## config.mk

```make
export PLATFORM = sky130hd
export DESIGN_NAME = rng_range_scheduler
export DESIGN_NICKNAME = d
export VERILOG_FILES = /design/src/rtl/rng_range_scheduler.sv
export SDC_FILE = /design/constraint.sdc
export NUM_CORES = 1
export LEC_CHECK = 0
export CORE_ASPECT_RATIO = 2
export CORE_MARGIN = 3
export CORE_UTILIZATION = 53
export DETAILED_ROUTE_END_ITERATION = 10
export GPL_TIMING_DRIVEN = 0
export PLACE_DENSITY_LB_ADDON = 0.3
export SYNTH_ARGS = -nofsm -noshare
export SYNTH_HDL_FRONTEND = slang
export SYNTH_SLANG_ARGS = --single-unit
```

## constraint.sdc

```tcl
create_clock -name clk -period 5.7 [get_ports clk]
set_clock_uncertainty 0.1 [all_clocks]
set_input_delay 0.57 -clock clk [delete_from_list [all_inputs] [get_ports clk]]
set_output_delay 0.57 -clock clk [all_outputs]
set_load 0.01 [all_outputs]
```

## src/rtl/rng_range_scheduler.sv

```systemverilog
// -----------------------------------------------------------------------------
// rng_range_scheduler
//
// Shared random-number service for the game logic. A free-running 16-bit
// Galois LFSR feeds a single serial range reducer that is time-shared between
// N_REQ clients in round-robin order. Each client asks for a value in [lo,hi].
// Modulo bias is removed by rejection sampling: a raw draw that falls in the
// incomplete top "bucket" of the 16-bit space is thrown away and redrawn. After
// MAX_RETRY rejections the next draw is accepted as is, which bounds latency.
//
// Ports
//   clk       in   1         system clock, all logic on posedge
//   reset     in   1         synchronous, active-high
//   req       in   N_REQ     request per client, held high until done
//   min_bus   in   16*N_REQ  client i lower bound at [16i+15:16i]
//   max_bus   in   16*N_REQ  client i upper bound at [16i+15:16i]
//   done      out  N_REQ     one-cycle pulse to the served client
//   rand_out  out  16        last delivered result, held until the next done
//   busy      out  1         high whenever a transaction is in flight
// -----------------------------------------------------------------------------
module rng_range_scheduler #(
    parameter int          N_REQ     = 2,
    parameter logic [15:0] SEED      = 16'hACE1,
    parameter int          MAX_RETRY = 8
) (
    input  logic                  clk,
    input  logic                  reset,
    input  logic [N_REQ-1:0]      req,
    input  logic [16*N_REQ-1:0]   min_bus,
    input  logic [16*N_REQ-1:0]   max_bus,
    output logic [N_REQ-1:0]      done,
    output logic [15:0]           rand_out,
    output logic                  busy
);

    localparam int          PW       = (N_REQ > 1) ? $clog2(N_REQ) : 1;
    localparam int          RW       = $clog2(MAX_RETRY + 1);
    // An all-zero seed would lock the LFSR at zero forever.
    localparam logic [15:0] SEED_EFF = (SEED == 16'h0000) ? 16'h0001 : SEED;
    localparam logic [15:0] TAPS     = 16'hB400;

    typedef enum logic [2:0] {
        IDLE,
        DRAW,
        DIV,
        CHECK,
        DONE
    } state_t;

    state_t         state;
    logic [15:0]    lfsr;
    logic [PW-1:0]  rr_ptr;
    logic [PW-1:0]  g;
    logic [RW-1:0]  retry;
    logic [3:0]     div_cnt;

    logic [15:0]    lo;
    logic [16:0]    total;      // hi-lo+1, can be 65536
    logic [15:0]    r;          // raw draw, kept for the acceptance test
    logic [15:0]    r_shift;    // dividend bits consumed MSB first
    logic [15:0]    rem;        // always < total, so 16 bits suffice

    logic           grant_valid;
    logic [PW-1:0]  grant_idx;
    logic [PW:0]    scan;
    logic [15:0]    sel_min;
    logic [15:0]    sel_max;
    logic [15:0]    lo_sel;
    logic [15:0]    hi_sel;
    logic [16:0]    trial;
    logic           accept;

    // Round-robin pick: scan from the highest offset down so that the lowest
    // offset from rr_ptr, i.e. the next client in turn, is the one that sticks.
    // NOTE: every signal driven here gets a default first; a path that leaves
    // one unassigned would infer a latch.
    always_comb begin
        grant_valid = 1'b0;
        grant_idx   = '0;
        scan        = '0;
        for (int i = N_REQ - 1; i >= 0; i--) begin
            scan = {1'b0, rr_ptr} + (PW+1)'(i);
            if (scan >= (PW+1)'(N_REQ))
                scan = scan - (PW+1)'(N_REQ);
            if (req[scan[PW-1:0]]) begin
                grant_valid = 1'b1;
                grant_idx   = scan[PW-1:0];
            end
        end

        sel_min = '0;
        sel_max = '0;
        for (int i = 0; i < N_REQ; i++) begin
            if (grant_idx == PW'(i)) begin
                sel_min = min_bus[16*i +: 16];
                sel_max = max_bus[16*i +: 16];
            end
        end

        // Clients may hand over the bounds in either order.
        lo_sel = (sel_min <= sel_max) ? sel_min : sel_max;
        hi_sel = (sel_min <= sel_max) ? sel_max : sel_min;
    end

    // One restoring-division step: shift in the next dividend bit, subtract
    // the divisor when it fits.
    assign trial  = {rem, r_shift[15]};

    // r - rem is the start of r's bucket; the bucket is complete (unbiased)
    // only if it ends inside the 16-bit space.
    assign accept = (({1'b0, r} - {1'b0, rem}) + total) <= 17'h10000;

    assign busy   = (state != IDLE);

    // NOTE: all state here is updated with non-blocking assignments so every
    // register sees the pre-edge value of every other register.
    // NOTE: the datapath registers (lo, total, r, r_shift, rem, div_cnt, g)
    // are deliberately not reset; each is loaded before it is ever read.
    always_ff @(posedge clk) begin
        if (reset) begin
            state    <= IDLE;
            lfsr     <= SEED_EFF;
            rr_ptr   <= '0;
            retry    <= '0;
            done     <= '0;
            rand_out <= '0;
        end else begin
            lfsr <= lfsr[0] ? ((lfsr >> 1) ^ TAPS) : (lfsr >> 1);
            done <= '0;

            case (state)
                IDLE: begin
                    if (grant_valid) begin
                        g     <= grant_idx;
                        lo    <= lo_sel;
                        total <= {1'b0, hi_sel} - {1'b0, lo_sel} + 17'd1;
                        state <= DRAW;
                    end
                end

                DRAW: begin
                    if (!req[g]) begin
                        retry <= '0;
                        state <= IDLE;
                    end else begin
                        r       <= lfsr;
                        r_shift <= lfsr;
                        rem     <= '0;
                        div_cnt <= '0;
                        state   <= DIV;
                    end
                end

                DIV: begin
                    if (!req[g]) begin
                        retry <= '0;
                        state <= IDLE;
                    end else begin
                        rem     <= (trial >= total) ? 16'(trial - total) : trial[15:0];
                        r_shift <= r_shift << 1;
                        div_cnt <= div_cnt + 4'd1;
                        if (div_cnt == 4'd15)
                            state <= CHECK;
                    end
                end

                CHECK: begin
                    if (!req[g]) begin
                        retry <= '0;
                        state <= IDLE;
                    end else if (accept || retry == RW'(MAX_RETRY)) begin
                        rand_out <= lo + rem;
                        retry    <= '0;
                        state    <= DONE;
                    end else begin
                        retry <= retry + RW'(1);
                        state <= DRAW;
                    end
                end

                DONE: begin
                    done[g] <= 1'b1;
                    rr_ptr  <= (g == PW'(N_REQ - 1)) ? '0 : g + PW'(1);
                    state   <= IDLE;
                end

                default: state <= IDLE;
            endcase
        end
    end

endmodule

```

After elaboration in Yosys (flattened, before gate mapping)
Index checks and enable logic that the tools add are counted.

cells by class
  add/sub/neg operators = 12
  multiply operators = 0
  div/mod/pow operators = 0
  $lt $le $gt $ge = 9
  equality and inequality tests = 11
  shifts and indexed selects = 0
  multiplexer cells = 41
  bitwise operators = 3
  reduce and logical (&&, ||, !) cells = 14

operators with widths
  cell                   count
  $mux 16                10
  $pmux 16 s2            2
  $sub 16x16->17         2
  $mux 4                 5
  $add 17x1->17 const B  1
  $add 17x17->17         1
  $ge 17x17->1           1
  $le 17x17->1 const B   1
  $add 16x16->16         1
  $le 16x16->1           1
  $pmux 4 s2             2
  $sub 16x16->16         1
  $mux 3                 5
  $mux 1                 14
  $pmux 3 s4             1
  $reduce_and 3->1       3
  $add 4x1->4 const B    2
  $eq 4x4->1 const B     2
  $ne 2x2->1 const B     4
  $eq 3x2->1 const B     2
  $lt 1x2->1 const B     3
  $not 3->4              1
  $reduce_and 2->1       2
  $reduce_and 4->1       1
  18 further kinds       22

storage, ports and cells
  register bits after elaboration = 128
  latch bits = 0
  memory bits (writable) = 0
  memory bits (read-only) = 0
  input port bits = 68
  output and inout port bits = 19
  logic and storage cells = 103
  memories kept = 0

Depth between registers and ports, before layout
  word-level depth = 12
  depth in mapped cells = 27
  gate-level depth less buffers = 24

Worst setup path before layout
Ideal clock, no wire load.

  path type = in2reg
  start = input req[0]
  end = register total[15] (data pin)
  library setup time = 0.258 ns
  arrival = 5.521 ns
  data required time = 5.342 ns
  path slack = -0.178 ns
  stages = 26
  buffers on the path = 3
  path through = inv_1 > o21ai_1 > inv_2 > buf_1 > mux2i_1 > ha_1 > a21o_1 > a21o_1 > a21oi_1 > o31ai_1 > o32ai_1 > nor2_1 > buf_2 > buf_2 > nand2_1 > o22ai_1 > ha_1 > fa_1 > a21o_1 > a21o_1 > a21o_1 > a221o_1 > a211o_1 > a31o_2 > a21oi_1 > xnor2_1

between the ends
  longest elaborated chain between the ends = 9
  elaborated cells on any way between the ends = 13
  classes of those cells = 2 x add/sub; 1 x order compare; 10 x mux

ends and longest elaborated chain
  item                                       RTL line  RTL
  start, declared                            28        input logic [N_REQ-1:0] req,
  $mux 1 (implied by the code) (2 in a row)  85        if (req[scan[PW-1:0]]) begin
  $mux 1                                     85
  $mux 1 *                                   85
  $mux 16                                    94        if (grant_idx == PW'(i)) begin
  $le 16x16->1                               101, 102
  $mux 16 (on tied branches)                 102, 101
  $sub 16x16->17 *                           136       total <= {1'b0, hi_sel} - {1'b0, lo_sel} + 17'd1;
  $add 17x1->17 *                            136
  end signal, assigned                       136
  end, declared                              58        logic [16:0] total;

Every way passes the cells marked *; elsewhere a longest branch is shown, timed or not. The select of a mux whose other input is x is not followed.
A chain may end at the register's enable or synchronous reset.

Worst setup path in the final report
  start = register rr_ptr
  end = register total[15] (data pin)

between the ends
  longest elaborated chain between the ends = 12
  elaborated cells on any way between the ends = 20
  classes of those cells = 5 x add/sub; 3 x order compare; 12 x mux

ends and longest elaborated chain
  item                                              RTL line  RTL
  start, declared                                   52        logic [PW-1:0] rr_ptr;
  start signal, assigned                            183       rr_ptr <= (g == PW'(N_REQ - 1)) ? '0 : g + PW'(1);
  $add 1x1->2                                       82        scan = {1'b0, rr_ptr} + (PW+1)'(i);
  $ge 2x2->1 / $sub 1x1->1 (equally long branches)  83, 84
  $mux 1                                            83        if (scan >= (PW+1)'(N_REQ))
  $mux 1 (implied by the code) (2 in a row)         85
  $mux 1                                            85
  $mux 1 *                                          85
  $mux 16                                           94
  $le 16x16->1                                      101, 102
  $mux 16 (on tied branches)                        102, 101
  $sub 16x16->17 *                                  136
  $add 17x1->17 *                                   136

Marks and branches as above.

==> impl_metrics.csv <==
group,metric,value,unit
power_and_ir_drop,leakagePower,4.818,nW
setup_path,r2r-start,"rr_ptr",
setup_path,crit_path_end_kind,"flip-flop",
setup_path,cp_data_arrival_time,5.71,ns
synthesis,synthCells,1025,
setup_path,crit_fanout,10,
drt,viasPerCell,6.115,
clock_tree,cts_made_buffers,17,
die,initial_core_util,54.41,%
finish,syn_to_final_growth,24.91,%
finish,layout_common_cells,"nand2_1, edfxtp_1, clkdlybuf4s50_1",
power_and_ir_drop,peakVddDrop,0.1735,mV
grt,grt_usage,30.19,%
drt,firstDrtPassIters,6,
power_and_ir_drop,power,4.011,mW
clock_tree,cts_root_buf,"clkbuf_16",
finish,diodes,0,
timing,fin_crit,5.635,ns
synthesis,synth_edf_count,86,
finish,drive_above_1_share,12.85,%
grt,grt_overflow,0,
synthesis,syn-cell-area,0.009444,mm²
clock_tree,holdBufCountCts,0,
setup_path,cp.required,5.77,ns
finish,layout_commonest_cell,"nand2_1",
clock_tree,path_clk_slew,0.06,ns
clock_tree,cts.sinks,128,
power_and_ir_drop,power.density,340.0,mW/mm²
synthesis,ys_warn_count,0,
power_and_ir_drop,pwr-share-clk,29.3,%
hold_path,hold_class,"flip-flop to flip-flop",
drt,ant_nets,0,
grt,use_met3,4.310,%
timing,fin_ws,0.06454,ns
die,fp.dieW,100.4,µm
die,boundaryPins,87,
timing,hold_viol,0,
timing,worstMarginPinSlew,0.9574,ns
synthesis,syn_area_per_cell,9.214,µm²
die,die_h,194.8,µm
power_and_ir_drop,power.switching,1.437,mW
grt,antenna_found_initial,0,
drt,wirelength,29110,µm
drt,initialDrtViolationCount,399,
synthesis,ys_seq_elements,128,
timing,timing.final.crit_share,98.87,%
power_and_ir_drop,internal_power,2.574,mW
grt,grt_max_degree,17,
clock_tree,cts_max_level,4,
power_and_ir_drop,pwr-share-seq,29.2,%
clock_tree,tritoncts,"built",
grt,grtUsageMet1,26.88,%
setup_path,r2r_cells,25,
die,core,0.01736,mm²
setup_path,reg2reg_slack,0.06,ns
synthesis,synth_top_family_by_area,"simple AND/OR/NAND/NOR gates",
finish,fin_nets,1325,
job,maxCapViolCount,0,
clock_tree,clock_latency,0.43,ns
drt,vias,8421,
finish,final_util,67.96,%
synthesis,synth_compound_area_share,15.91,%
synthesis,synthMuxAreaShare,4.120,%
synthesis,synth-simple-area-share,19.99,%
status,status,"completed",
placed_design,dp_hpwl,22570,µm
synthesis,synth-seq-area-share,36.25,%
drt,route.detailed.drc,0,
hold_path,hold_start,"lfsr[15]",
grt,met2_usage,55.64,%
hold_path,whs_path_depth,0,
power_and_ir_drop,p_sw_share,35.83,%
drt,wl_per_cell,21.14,µm
setup_path,critPathKind,"flip-flop to flip-flop",
finish,final_cells,1377,
finish,nFillCells,1361,
clock_tree,clockBufferDepth,2,
synthesis,synthDistinctLibCells,82,
synthesis,synth-xor-area-share,4.266,%
power_and_ir_drop,p_comb_share,41.5,%
synthesis,yosys.area_share.adder,15.16,%
placed_design,dp_cells,1328,
setup_path,startpoint_type,"flip-flop",
grt,grt_first_pass_wirelength,44890,µm
placed_design,port_buffers,86,
finish,final_area,0.01180,mm²
die,std_cell_rows,68,
timing,setup_viol,0,
placed_design,pre_cts_ws,-2.257,ns
grt,grt.busiest_layer,"met2",
timing,slew_headroom,36.03,%
die,dieArea,0.01955,mm²
setup_path,r2r-end,"total[15]",
hold_path,min_to,"r[15]",
synthesis,synth-async-reset-ratio,0,%
grt,first_global_vias,8847,
placed_design,gp_congestion,1.000,
timing,final_max_slew_viol_count,0,
placed_design,postPlaceCellArea,0.01065,mm²
timing,max_freq,177.4,MHz
synthesis,yosys_most_used_dff,"edfxtp_1",
synthesis,syn-num-nets,1196,
## power by group through the flow
| stage | sequential (mW) | clock (mW) | combinational, mW |
|---|---|---|---|
| after floorplan | 1.16 | 0 | 1.11 |
| after global routing | 1.18 | 1.22 | 1.82 |
| after global placement | 1.19 | 0 | 1.49 |
| after detailed placement | 1.19 | 0 | 1.53 |
| final | 1.17 | 1.18 | 1.66 |
| after CTS | 1.17 | 1.18 | 1.61 |
## per-stage QoR
step	setup TNS, ns	hold WS [ns]
2_1_floorplan	0	0.3223
3_3_place_gp	-106.66	0.3353
3_5_place_dp	-23.01	0.3358
4_1_cts	0	0.3542
5_1_grt	-0.01180	0.3646
6_report	0	0.3564
## repair_timing
action,in CTS,in global routing
pin swaps,9,10
gates resized for setup,69,14
endpoints found under the setup margin,15,5
buffers inserted,7,10
gates cloned,1,0
## metal layers
| metal | part of all wire (%) | vias up |
|---|---|---|
| met2 | 54 | 361 |
| met4 | 9.6 | 0 |
| met3 | 4.3 | 136 |
| li1 | - | 3980 |
| met1 | 32 | 3944 |
| met5 | 0 | - |
## cells by family after synthesis
| kind of cell | Yosys count |
|---|---|
| multiplexers | 37 |
| adder cells (fa/ha/maj) | 103 |
| AND/OR/NAND/NOR | 391 |
| AO/OA/AOI/OAI | 219 |
| flip-flops | 128 |
| XOR/XNOR | 46 |
| buffers and inverters | 101 |
## Yosys cell counts (20+ instances only)
cell type	number	area share (%)
nand2_1	154	6.1
edfxtp_1	86	27
ha_1	84	11
inv_1	64	2.5
nor2_1	58	2.3
a21oi_1	55	2.9
nand3_1	44	2.3
dfxtp_1	42	8.9
o21ai_0	36	1.9
mux2i_1	31	3.3
xnor2_1	31	2.9
nor3_1	23	1.2
nor2b_1	20	1.3
o31ai_1	20	1.6
## state kept, by name, summed over array words and instances, names as in the netlist
name	flops
lfsr	16
rem	16
g	1
retry	4
div_cnt	4
rand_out	16
done	2
lo	16
r	16
total	17
rr_ptr	1
state	3
r_shift	16
## how the worst max path moves through the flow
stage	start	end	slack, ns	cells past startpoint
finish	rr_ptr	total[15]	0.06	25
global route	req[0]	total[15]	-0.01	26
CTS	req[0]	total[15]	0.02	29
detailed placement	req[0]	total[15]	-2.26	26
global placement	reset	r_shift[10]	-2.34	4
floorplan	req[0]	total[15]	0.04	24
## cell type report
cell class                 count  area [µm²]  area share, %
tap                          210       262.8          2.227
sequential                   128        3425          29.03
inverter                      65       251.5          2.132
timing repair buffer         111        1087          9.217
clock buffer                  23       478.0          4.052
buffer                        35       214.0          1.814
clock inverter                 9       157.7          1.336
multi-input combinational    796        5921          50.19
## worst max-delay path, cell delays in order (launching register included)
cell and delay (ns):
dfxtp_2 0.35, o21ai_4 0.06, buf_12 0.15, inv_8 0.09
buf_12 0.15, mux2i_4 0.30, ha_4 0.25, a21o_1 0.16
a21o_1 0.20, a21oi_4 0.21, o31a_1 0.27, o2111a_1 0.28
nor2_4 0.08, buf_6 0.18, nand2_1 0.06, o22ai_1 0.09
ha_2 0.21, fa_2 0.35, a21o_1 0.21, a21o_1 0.21
a21o_1 0.21, a221o_1 0.39, a211o_1 0.33, a31o_2 0.24
a21oi_2 0.16, xnor2_1 0.08
Power figures use the tool's default switching activity.
